[config.mk]
export PLATFORM = sky130hd
export DESIGN_NAME = mii_tx_sm
export DESIGN_NICKNAME = d
export VERILOG_FILES = /design/src/rtl/mii_pkg.sv /design/src/rtl/mii_tail_encoder.sv /design/src/rtl/mii_tx_sm.sv
export SDC_FILE = /design/constraint.sdc
export NUM_CORES = 1
export LEC_CHECK = 0
export CAP_MARGIN = 20
export CORE_AREA = 5 5 136 138
export DETAILED_ROUTE_END_ITERATION = 8
export DIE_AREA = 0 0 141 143
export GPL_TIMING_DRIVEN = 1
export PLACE_DENSITY = 0.66
export SETUP_SLACK_MARGIN = 0.2
export SYNTH_ARGS = -nofsm -noshare
export SYNTH_HDL_FRONTEND = slang
export SYNTH_SLANG_ARGS = --single-unit
[constraint.sdc]
create_clock -name clk -period 17.31 [get_ports clk]
set_input_delay 3.462 -clock clk [delete_from_list [all_inputs] [get_ports clk]]
set_output_delay 3.462 -clock clk [all_outputs]
set_load 0.005 [all_outputs]
[src/rtl/mii_pkg.sv]
// Shared MII code constants, canned bus words and framer state encoding.
package mii_pkg;
  localparam logic [7:0] MII_IDLE     = 8'h07;
  localparam logic [7:0] MII_START    = 8'hFB;
  localparam logic [7:0] MII_TERM     = 8'hFD;
  localparam logic [7:0] MII_ERROR    = 8'hFE;
  localparam logic [7:0] MII_PREAMBLE = 8'h55;
  localparam logic [7:0] MII_SFD      = 8'hD5;

  localparam logic [63:0] IDLE_WORD  = {8{MII_IDLE}};
  localparam logic [63:0] START_WORD = {MII_SFD, {6{MII_PREAMBLE}}, MII_START};
  localparam logic [63:0] ERROR_WORD = {8{MII_ERROR}};
  localparam logic [63:0] TERM_WORD  = {{7{MII_IDLE}}, MII_TERM};

  typedef enum logic [2:0] {
    ST_IDLE    = 3'd0,
    ST_START   = 3'd1,
    ST_PAYLOAD = 3'd2,
    ST_TERM    = 3'd3,
    ST_IPG     = 3'd4
  } mii_state_e;

  // Number of contiguous valid lanes counted from lane 0; the first zero ends the run.
  function automatic logic [3:0] keep_len(input logic [7:0] keep);
    logic stop;
    keep_len = 4'd0;
    stop     = 1'b0;
    for (int i = 0; i < 8; i++) begin
      if (!keep[i])   stop = 1'b1;
      else if (!stop) keep_len = keep_len + 4'd1;
    end
  endfunction
endpackage

[src/rtl/mii_tail_encoder.sv]
// Builds the TERM-bearing last word: lanes below n keep data, lane n is TERM, lanes above are IDLE.
module mii_tail_encoder
  import mii_pkg::*;
#(
  parameter int DATA_WIDTH = 64
) (
  input  logic [DATA_WIDTH-1:0] data,
  input  logic [3:0]            n,
  output logic [DATA_WIDTH-1:0] data_out,
  output logic [7:0]            ctrl_out
);
  localparam int NUM_LANES = DATA_WIDTH / 8;

  for (genvar i = 0; i < NUM_LANES; i++) begin : g_lane
    assign data_out[8*i +: 8] = (4'(i) < n)  ? data[8*i +: 8] :
                                (4'(i) == n) ? MII_TERM : MII_IDLE;
    assign ctrl_out[i]        = (4'(i) >= n);
  end
endmodule

[src/rtl/mii_tx_sm.sv]
// 64-bit MII transmit framer: stream beats in, START/preamble/payload/TERM/IDLE words out,
// with a programmable number of idle words after each frame.
module mii_tx_sm
  import mii_pkg::*;
#(
  parameter int DATA_WIDTH = 64,
  parameter int IPG_WORDS  = 1,
  parameter int CNT_WIDTH  = 16
) (
  input  logic                  clk,
  input  logic                  rst,
  input  logic [DATA_WIDTH-1:0] s_tdata,
  input  logic [7:0]            s_tkeep,
  input  logic                  s_tlast,
  input  logic                  s_tvalid,
  output logic                  s_tready,
  output logic [DATA_WIDTH-1:0] mii_data,
  output logic [7:0]            mii_ctrl,
  output logic [CNT_WIDTH-1:0]  tx_frames,
  output logic [CNT_WIDTH-1:0]  tx_underruns
);
  localparam logic [3:0] IPG_LOAD = 4'(IPG_WORDS);

  mii_state_e            state, state_nxt;
  logic [3:0]            ipg_cnt, ipg_nxt;
  logic [DATA_WIDTH-1:0] data_nxt, tail_data;
  logic [7:0]            ctrl_nxt, tail_ctrl;
  logic [3:0]            last_n;
  logic                  frame_inc, under_inc;

  assign s_tready = (state == ST_PAYLOAD);
  assign last_n   = keep_len(s_tkeep);

  mii_tail_encoder #(.DATA_WIDTH(DATA_WIDTH)) u_tail (
    .data     (s_tdata),
    .n        (last_n),
    .data_out (tail_data),
    .ctrl_out (tail_ctrl)
  );

  always_comb begin
    state_nxt = state;
    ipg_nxt   = ipg_cnt;
    data_nxt  = IDLE_WORD;
    ctrl_nxt  = 8'hFF;
    frame_inc = 1'b0;
    under_inc = 1'b0;
    case (state)
      ST_IDLE: begin
        if (s_tvalid) state_nxt = ST_START;
      end
      ST_START: begin
        data_nxt  = START_WORD;
        ctrl_nxt  = 8'h01;
        state_nxt = ST_PAYLOAD;
      end
      ST_PAYLOAD: begin
        if (!s_tvalid) begin
          data_nxt  = ERROR_WORD;
          under_inc = 1'b1;
        end else if (!s_tlast || last_n == 4'd8) begin
          data_nxt = s_tdata;
          ctrl_nxt = 8'h00;
          if (s_tlast) state_nxt = ST_TERM;
        end else begin
          // TERM fits inside the last beat: no separate TERM word
          data_nxt  = tail_data;
          ctrl_nxt  = tail_ctrl;
          frame_inc = 1'b1;
          ipg_nxt   = IPG_LOAD;
          if (IPG_WORDS > 0) state_nxt = ST_IPG;
          else               state_nxt = ST_IDLE;
        end
      end
      ST_TERM: begin
        data_nxt  = TERM_WORD;
        frame_inc = 1'b1;
        ipg_nxt   = IPG_LOAD;
        if (IPG_WORDS > 0) state_nxt = ST_IPG;
        else               state_nxt = ST_IDLE;
      end
      ST_IPG: begin
        ipg_nxt = ipg_cnt - 4'd1;
        if (ipg_cnt <= 4'd1) state_nxt = ST_IDLE;
      end
      default: state_nxt = ST_IDLE;
    endcase
  end

  always_ff @(posedge clk) begin
    if (rst) begin
      state        <= ST_IDLE;
      ipg_cnt      <= 4'd0;
      mii_data     <= IDLE_WORD;
      mii_ctrl     <= 8'hFF;
      tx_frames    <= '0;
      tx_underruns <= '0;
    end else begin
      state        <= state_nxt;
      ipg_cnt      <= ipg_nxt;
      mii_data     <= data_nxt;
      mii_ctrl     <= ctrl_nxt;
      tx_frames    <= tx_frames + CNT_WIDTH'(frame_inc);
      tx_underruns <= tx_underruns + CNT_WIDTH'(under_inc);
    end
  end
endmodule

==> summary.md, run 1 <==
| Metric | Value |
|---|---|
| Share of post-route cells with drive strength above 1 | 0.0608 |
| Largest net degree at the start of global routing | 43 |
| TritonCTS Sinks | 111 |
| Largest family of logic cells by synthesized area | compound AO/OA/AOI/OAI gates |
| Ys Warns | 0 |
| Worst Setup Start Kind | primary input |
| Routed Antenna Nets | 0 |
| Max H-tree Level | 3 |
| Synth Area in XOR/XNOR | 0.0641 |
| RD Place Congestion | 0.883 |
| Fmax | 0.102 GHz |
| Synth async-reset ratio | 0 |
| Most common cell after layout, fill and taps aside | clkdlybuf4s50_1 |
| Die height | 143 microns |
| Vias post-DR | 4,589 |
| Post-synthesis sequential area ratio | 0.441 |
| Pre-CTS WS | 7.12 ns |
| Cells after synthesis | 558 |
| Placed insts | 933 |
| Pins over their slew limit | 0 |
| TNS Setup | 0 ns |
| Synth cell types | 66 |
| Post-Syn Area | 5030 sq um |
| Site Rows | 48 |
| EDFF count, synth | 0 |
| Pre-Repair DR Iteration Count | 5 |
| Crit Path Class | primary input to flop |
| Tmin final | 9.83 ns |
| Final wirelength | 15.8 mm |
| Fin cells | 949 |
| Prevailing post-synth register cell | dfxtp_1 |
| Total track usage | 0.154 |
| Final hold vios | 0 |
| Worst hold margin | 0.514 ns |
| Max cap viols | 0 |
| Die ar. | 20,200 sq um |
| Initial Utilization | 0.295 |
| Max VDD drop | 43.1 uV |
| Via-per-instance ratio | 4.84 |
| Final Util | 0.427 |
| Flop2flop setup slack | 14.75 ns |
| Worst slew margin | 0.395 |
| Final Cycle Share | 0.568 |
| Critical Path AT | 10.11 ns |
| Worst-path clk slew | 0.08 ns |
| Synth Area in Simple Gates | 0.198 |
| Largest cells by area after synthesis | dfxtp_1, xor2_1, nor2_1 |
| Final Net Count | 807 |
| Final setup margin | 7.48 ns |
| P_leak | 2.72 nW |
| Share of the synthesized area in the top cell type | 0.441 |
| Leading area contributor after synthesis | dfxtp_1 |
| Skew final | 0.00909 ns |
| Filler cell count | 1,698 |
| Boundary Pins | 181 |
| CTS Hold Bufs | 0 |
| Antenna diodes | 0 |
| Area Overhead vs Synth | 44.5% |
| Avg Synthesized Cell Area | 9.02 sq um |
| CTS tree | yes |
| Area share of fa/ha/maj cells after synthesis | 0.0298 |
| First-pass GRT wire length | 24.3 mm |
| Unrepaired setup endpoints after global routing | false |
| Vias in the first global route | 4,443 |
| Most frequent cell on the critical path | ha_1 |
| Post_cts resized | 0 |
| Clock Latency Late Sink | 0.35 ns |
| 1st-iter DRT viols | 194 |
| Mux contribution to synthesized area | 0.0256 |
| # Post-CTS Setup Buffers | 0 |
| CP max stage cell | mux2i_1 |
| Highest-count cells in the layout ignoring fill and taps | clkdlybuf4s50_1, dfxtp_1, nor2_1 |
| Data required, critical path | 17.59 ns |
| Die outline width | 141 microns |
| Register bit total from synthesis | 111 |
| Worst Setup End Kind | flop |
| Final instance area | 7280 sq um |
| HP Class | flop to flop |
| PortBufs | 180 |
| Core area | 17,100 sq um |
| Status | completed |
| Placed Area | 6980 sq um |
| Total congestion overflow | 0 |
| Area fraction in compound gates after synthesis | 0.201 |
| Drt wl/cell | 16.6 microns |
| CTS buffer count | 9 |
| Initial antenna violation count | 0 |
| CTS root buffer | clkbuf_16 |
| Crit-path max cell delay | 0.68 ns |
| # DRC | 0 |
| # setup viols final | 0 |
| Crit-path max FO | 8 |
| Power consumption | 0.560 mW |
| Post-DP HPWL | 12.1 mm |
| Synthesized net count | 646 |
| Power density over the cells | 77.0 nW/um^2 |
| Clock Path Buffers | 2 |
| Worst-Margin Slew | 0.907 ns |
-- state kept, by name (all words and copies together) (netlist names) --
| register | flops |
|---|---|
| tx_underruns | 16 |
| ipg_cnt | 4 |
| state | 3 |
| mii_data | 64 |
| mii_ctrl | 8 |
| tx_frames | 16 |
-- logic make-up (layout without fill, tap and decap cells) --
family | Yosys count | count (layout)
fa+ha+maj | 12 | 12
flops | 111 | 111
mux | 11 | 11
simple gates | 198 | 198
xor+xnor | 36 | 36
buf+inv | 45 | 211
compound gates | 145 | 145
-- synth_stat cells, drive strengths merged, types with 3 or more instances --
master and number:
o21a 7, o221ai 10, nand3 22, dfxtp 111
nor3 6, xor2 26, o31a 3, mux2i 6
xnor2 10, nand2b 5, buf 9, or3 10
and3 8, ha 12, o31ai 4, nor2b 7
and4 6, nor2 59, o21ai 45, a21o 4
nand2 50, clkbuf 24, nand4 5, and2 9
a211oi 3, a31oi 9, o211ai 9, a21oi 36
inv 12, nand3b 4, mux2 5
-- where the power goes --
part | leakage (nW) | internal [mW] | switching (mW)
Clock | 0.137 | 0.107 | 0.0959
Sequential | 0.902 | 0.265 | 0.00365
Combinational | 1.68 | 0.0459 | 0.0429
Total | 2.72 | 0.418 | 0.142
-- area by class of cell --
class	instances	area, sq um	share of cell area
multi-input combinational	402	2610	0.359
sequential	111	2220	0.305
timing repair buffer	183	1820	0.251
tap	225	282	0.0387
clock buffer	12	256	0.0353
inverter	12	45.0	0.00619
clock inverter	4	35.0	0.00482
-- metal layers --
metal  part of all wire  GRT usage  vias up
li1                   -          -     2291
met1               0.43      0.188     2141
met2               0.47      0.254      135
met3              0.070     0.0512       22
met4              0.022     0.0556        0
met5                  0          0        -
-- critical path, delay by kind of cell --
kind / cells / cell delay, ns
adders and majority gates: 5 / 1.41
AOI/OAI and AO/OA: 6 / 1.22
muxes: 3 / 1.01
xor gates and xnor gates: 1 / 0.17
and+or+nand+nor: 12 / 1.91
buffers and inverters: 3 / 0.91
-- path summary, 6_finish.rpt --
| check | to | cells past startpoint | from |
|---|---|---|---|
| min | tx_frames[15]$_SDFF_PP0_ | 2 | tx_frames[15]$_SDFF_PP0_ |
| max reg2reg | mii_data[9]$_SDFF_PP1_ | 5 | state[1]$_SDFFE_PP0P_ |
| max | tx_frames[15]$_SDFF_PP0_ | 30 | s_tkeep[1] |
| min reg2reg | tx_frames[15]$_SDFF_PP0_ | 2 | tx_frames[15]$_SDFF_PP0_ |
(Power assumes the default switching activity.)
==> inputs of run 2 (changes only) <==
- PLACE_DENSITY: 0.66 -> 0.68
- clock period: 17.31 -> 8.7 ns (I/O delays scaled with it)
==> run 2 against run 1 <==
Clock power up 100%. Total power increased by 100%. Count of clock-buffer cells in the layout up 1. Worst hold slack improved by 0.0029 ns. Critical path depth grew 1. Sequential power is 99% higher. Cell count grew 0.21%. Global-route usage shrank 0.078 points. First-iteration DRC count down 3.6%. Non-clock buffer count rose by 2. Flip-flop and latch count is the same. Setup slack got worse by 6.6 ns. Highest routed layer unchanged.
==> summary.md, run 2 (synthesized netlist as in run 1, its figures left out) <==
| Metric | Value |
|---|---|
| Power density over the cells | 154 nW/um^2 |
| CTS Hold Bufs | 0 |
| Biggest regs | mii_data: 64 flops, tx_frames: 16 flops, tx_underruns: 16 flops |
| Worst-path clk slew | 0.07 ns |
| Worst-Margin Slew | 0.826 ns |
| PortBufs | 180 |
| Crit-path max cell delay | 0.59 ns |
| Min-delay src | tx_frames[15]$_SDFF_PP0_ |
| Final wirelength | 16.0 mm |
| Post-DP HPWL | 12.2 mm |
| CP max stage cell | clkdlybuf4s50_1 |
| Flop2flop setup slack | 6.23 ns |
| Biggest register | mii_data |
| # Post-CTS Setup Buffers | 0 |
| Most common cell after layout, fill and taps aside | clkdlybuf4s50_1 |
| Fmax | 0.127 GHz |
| Clock Path Buffers | 2 |
| Max FFs per register | 64 |
| Initial Utilization | 0.295 |
| RD Place Congestion | 0.876 |
| Critical path's top delay family | simple AND/OR/NAND/NOR gates |
| Final hold vios | 0 |
| Die ar. | 20,200 sq um |
| Tmin final | 7.84 ns |
| Initial antenna violation count | 0 |
| Status | completed |
| Crit-path max FO | 7 |
| Crit path launch | s_tkeep[1] |
| WP buf/inv | 3 |
| Max VDD drop | 84.8 uV |
| Total congestion overflow | 0 |
| CTS root buffer | clkbuf_16 |
| Share of post-route cells with drive strength above 1 | 0.0620 |
| Worst slew margin | 0.434 |
| Highest-count cells in the layout ignoring fill and taps | clkdlybuf4s50_1, dfxtp_1, nor2_1 |
| Worst Setup End Kind | flop |
| 1st-iter DRT viols | 187 |
| Pins over their slew limit | 0 |
| Worst Setup Start Kind | primary input |
| Clock Latency Late Sink | 0.36 ns |
| Boundary Pins | 181 |
| Routed Antenna Nets | 0 |
| Worst hold margin | 0.516 ns |
| # setup viols final | 0 |
| FF-to-FF Start | state[1]$_SDFFE_PP0P_ |
| Die height | 143 microns |
| Cells on worst reg2reg path | 9 |
| Worst flop-to-flop path endpoint | tx_underruns[15]$_SDFF_PP0_ |
| # DRC | 0 |
| Drt wl/cell | 16.8 microns |
| Crit Path Class | primary input to flop |
| Vias in the first global route | 4,535 |
| Hold depth | 2 |
| Final Cycle Share | 0.902 |
| Post_cts resized | 0 |
| P_leak | 2.73 nW |
| TritonCTS Sinks | 111 |
| First-pass GRT wire length | 24.3 mm |
| CTS tree | yes |
| Final Util | 0.427 |
| Worst path depth | 31 |
| HP Class | flop to flop |
| Max cap viols | 0 |
| Unrepaired setup endpoints after global routing | false |
| Die outline width | 141 microns |
| Core area | 17,100 sq um |
| Pre-Repair DR Iteration Count | 4 |
| Max H-tree Level | 3 |
| Vias post-DR | 4,630 |
| Site Rows | 48 |
| CTS buffer count | 9 |
| TNS Setup | 0 ns |
| Total track usage | 0.153 |
| Final Net Count | 809 |
| Hold EP | tx_frames[15]$_SDFF_PP0_ |
| Area Overhead vs Synth | 44.7% |
| Antenna diodes | 0 |
| Most frequent cell on the critical path | ha_1 |
| Critical Path AT | 8.08 ns |
| Largest net degree at the start of global routing | 43 |
| Data required, critical path | 8.93 ns |
| Skew final | 0.00489 ns |
| Via-per-instance ratio | 4.87 |
[run 2: cell types whose count changed in the layout (fill, tap and decap cells not counted)]
cell,previous run,this run
buf_4,3,5
clkinv_2,0,1
clkinvlp_4,2,0
clkbuf_1,1,2
[run 2: tightest hold or removal path, stage by stage, from the launching register on]
cell and delay, ns:
dfxtp_1 0.33, o21ai_0 0.08, a21oi_1 0.06
[run 2: layout make-up]
class                   count  area [sq um]
fillers                  1734          9770
multi-input cells         402          2610
flip-flops and latches    111          2220
repair buffers            185          1840
well taps                 225           282
clock buffers              13           260
inverters                  12          45.0
clock inverters             3          25.0
[run 2: metal layers]
layer / track usage / vias up / share of wire
met5: 0 / - / 0
met2: 0.259 / 142 / 0.48
met1: 0.185 / 2170 / 0.43
met3: 0.0532 / 17 / 0.080
li1: - / 2301 / -
met4: 0.0469 / 0 / 0.017
[run 2: where the power goes]
group / switching [mW] / total, mW / internal [mW]
Clock: 0.193 / 0.406 / 0.213
Combinational: 0.0865 / 0.178 / 0.0919
Sequential: 0.00711 / 0.534 / 0.527
[run 2: worst max-delay path by stage]
| stage | to | slack [ns] |
|---|---|---|
| floorplan | tx_frames[14]$_SDFF_PP0_ | 1.53 |
| global placement | tx_frames[14]$_SDFF_PP0_ | 0.76 |
| detailed placement | tx_frames[14]$_SDFF_PP0_ | 0.50 |
| CTS | tx_frames[8]$_SDFF_PP0_ | 0.86 |
| global route | tx_frames[14]$_SDFF_PP0_ | 0.40 |
| finish | tx_frames[8]$_SDFF_PP0_ | 0.86 |
[run 2: through the flow]
step	total power, mW	instance area (sq um)	setup slack, ns	cells
6_report	1.12	7280	0.856	951
5_1_grt	1.17	7280	0.404	951
4_1_cts	1.13	7280	0.864	951
3_5_place_dp	0.725	7000	0.504	935
3_3_place_gp	0.723	7000	0.756	935
2_1_floorplan	0.627	5030	1.53	558
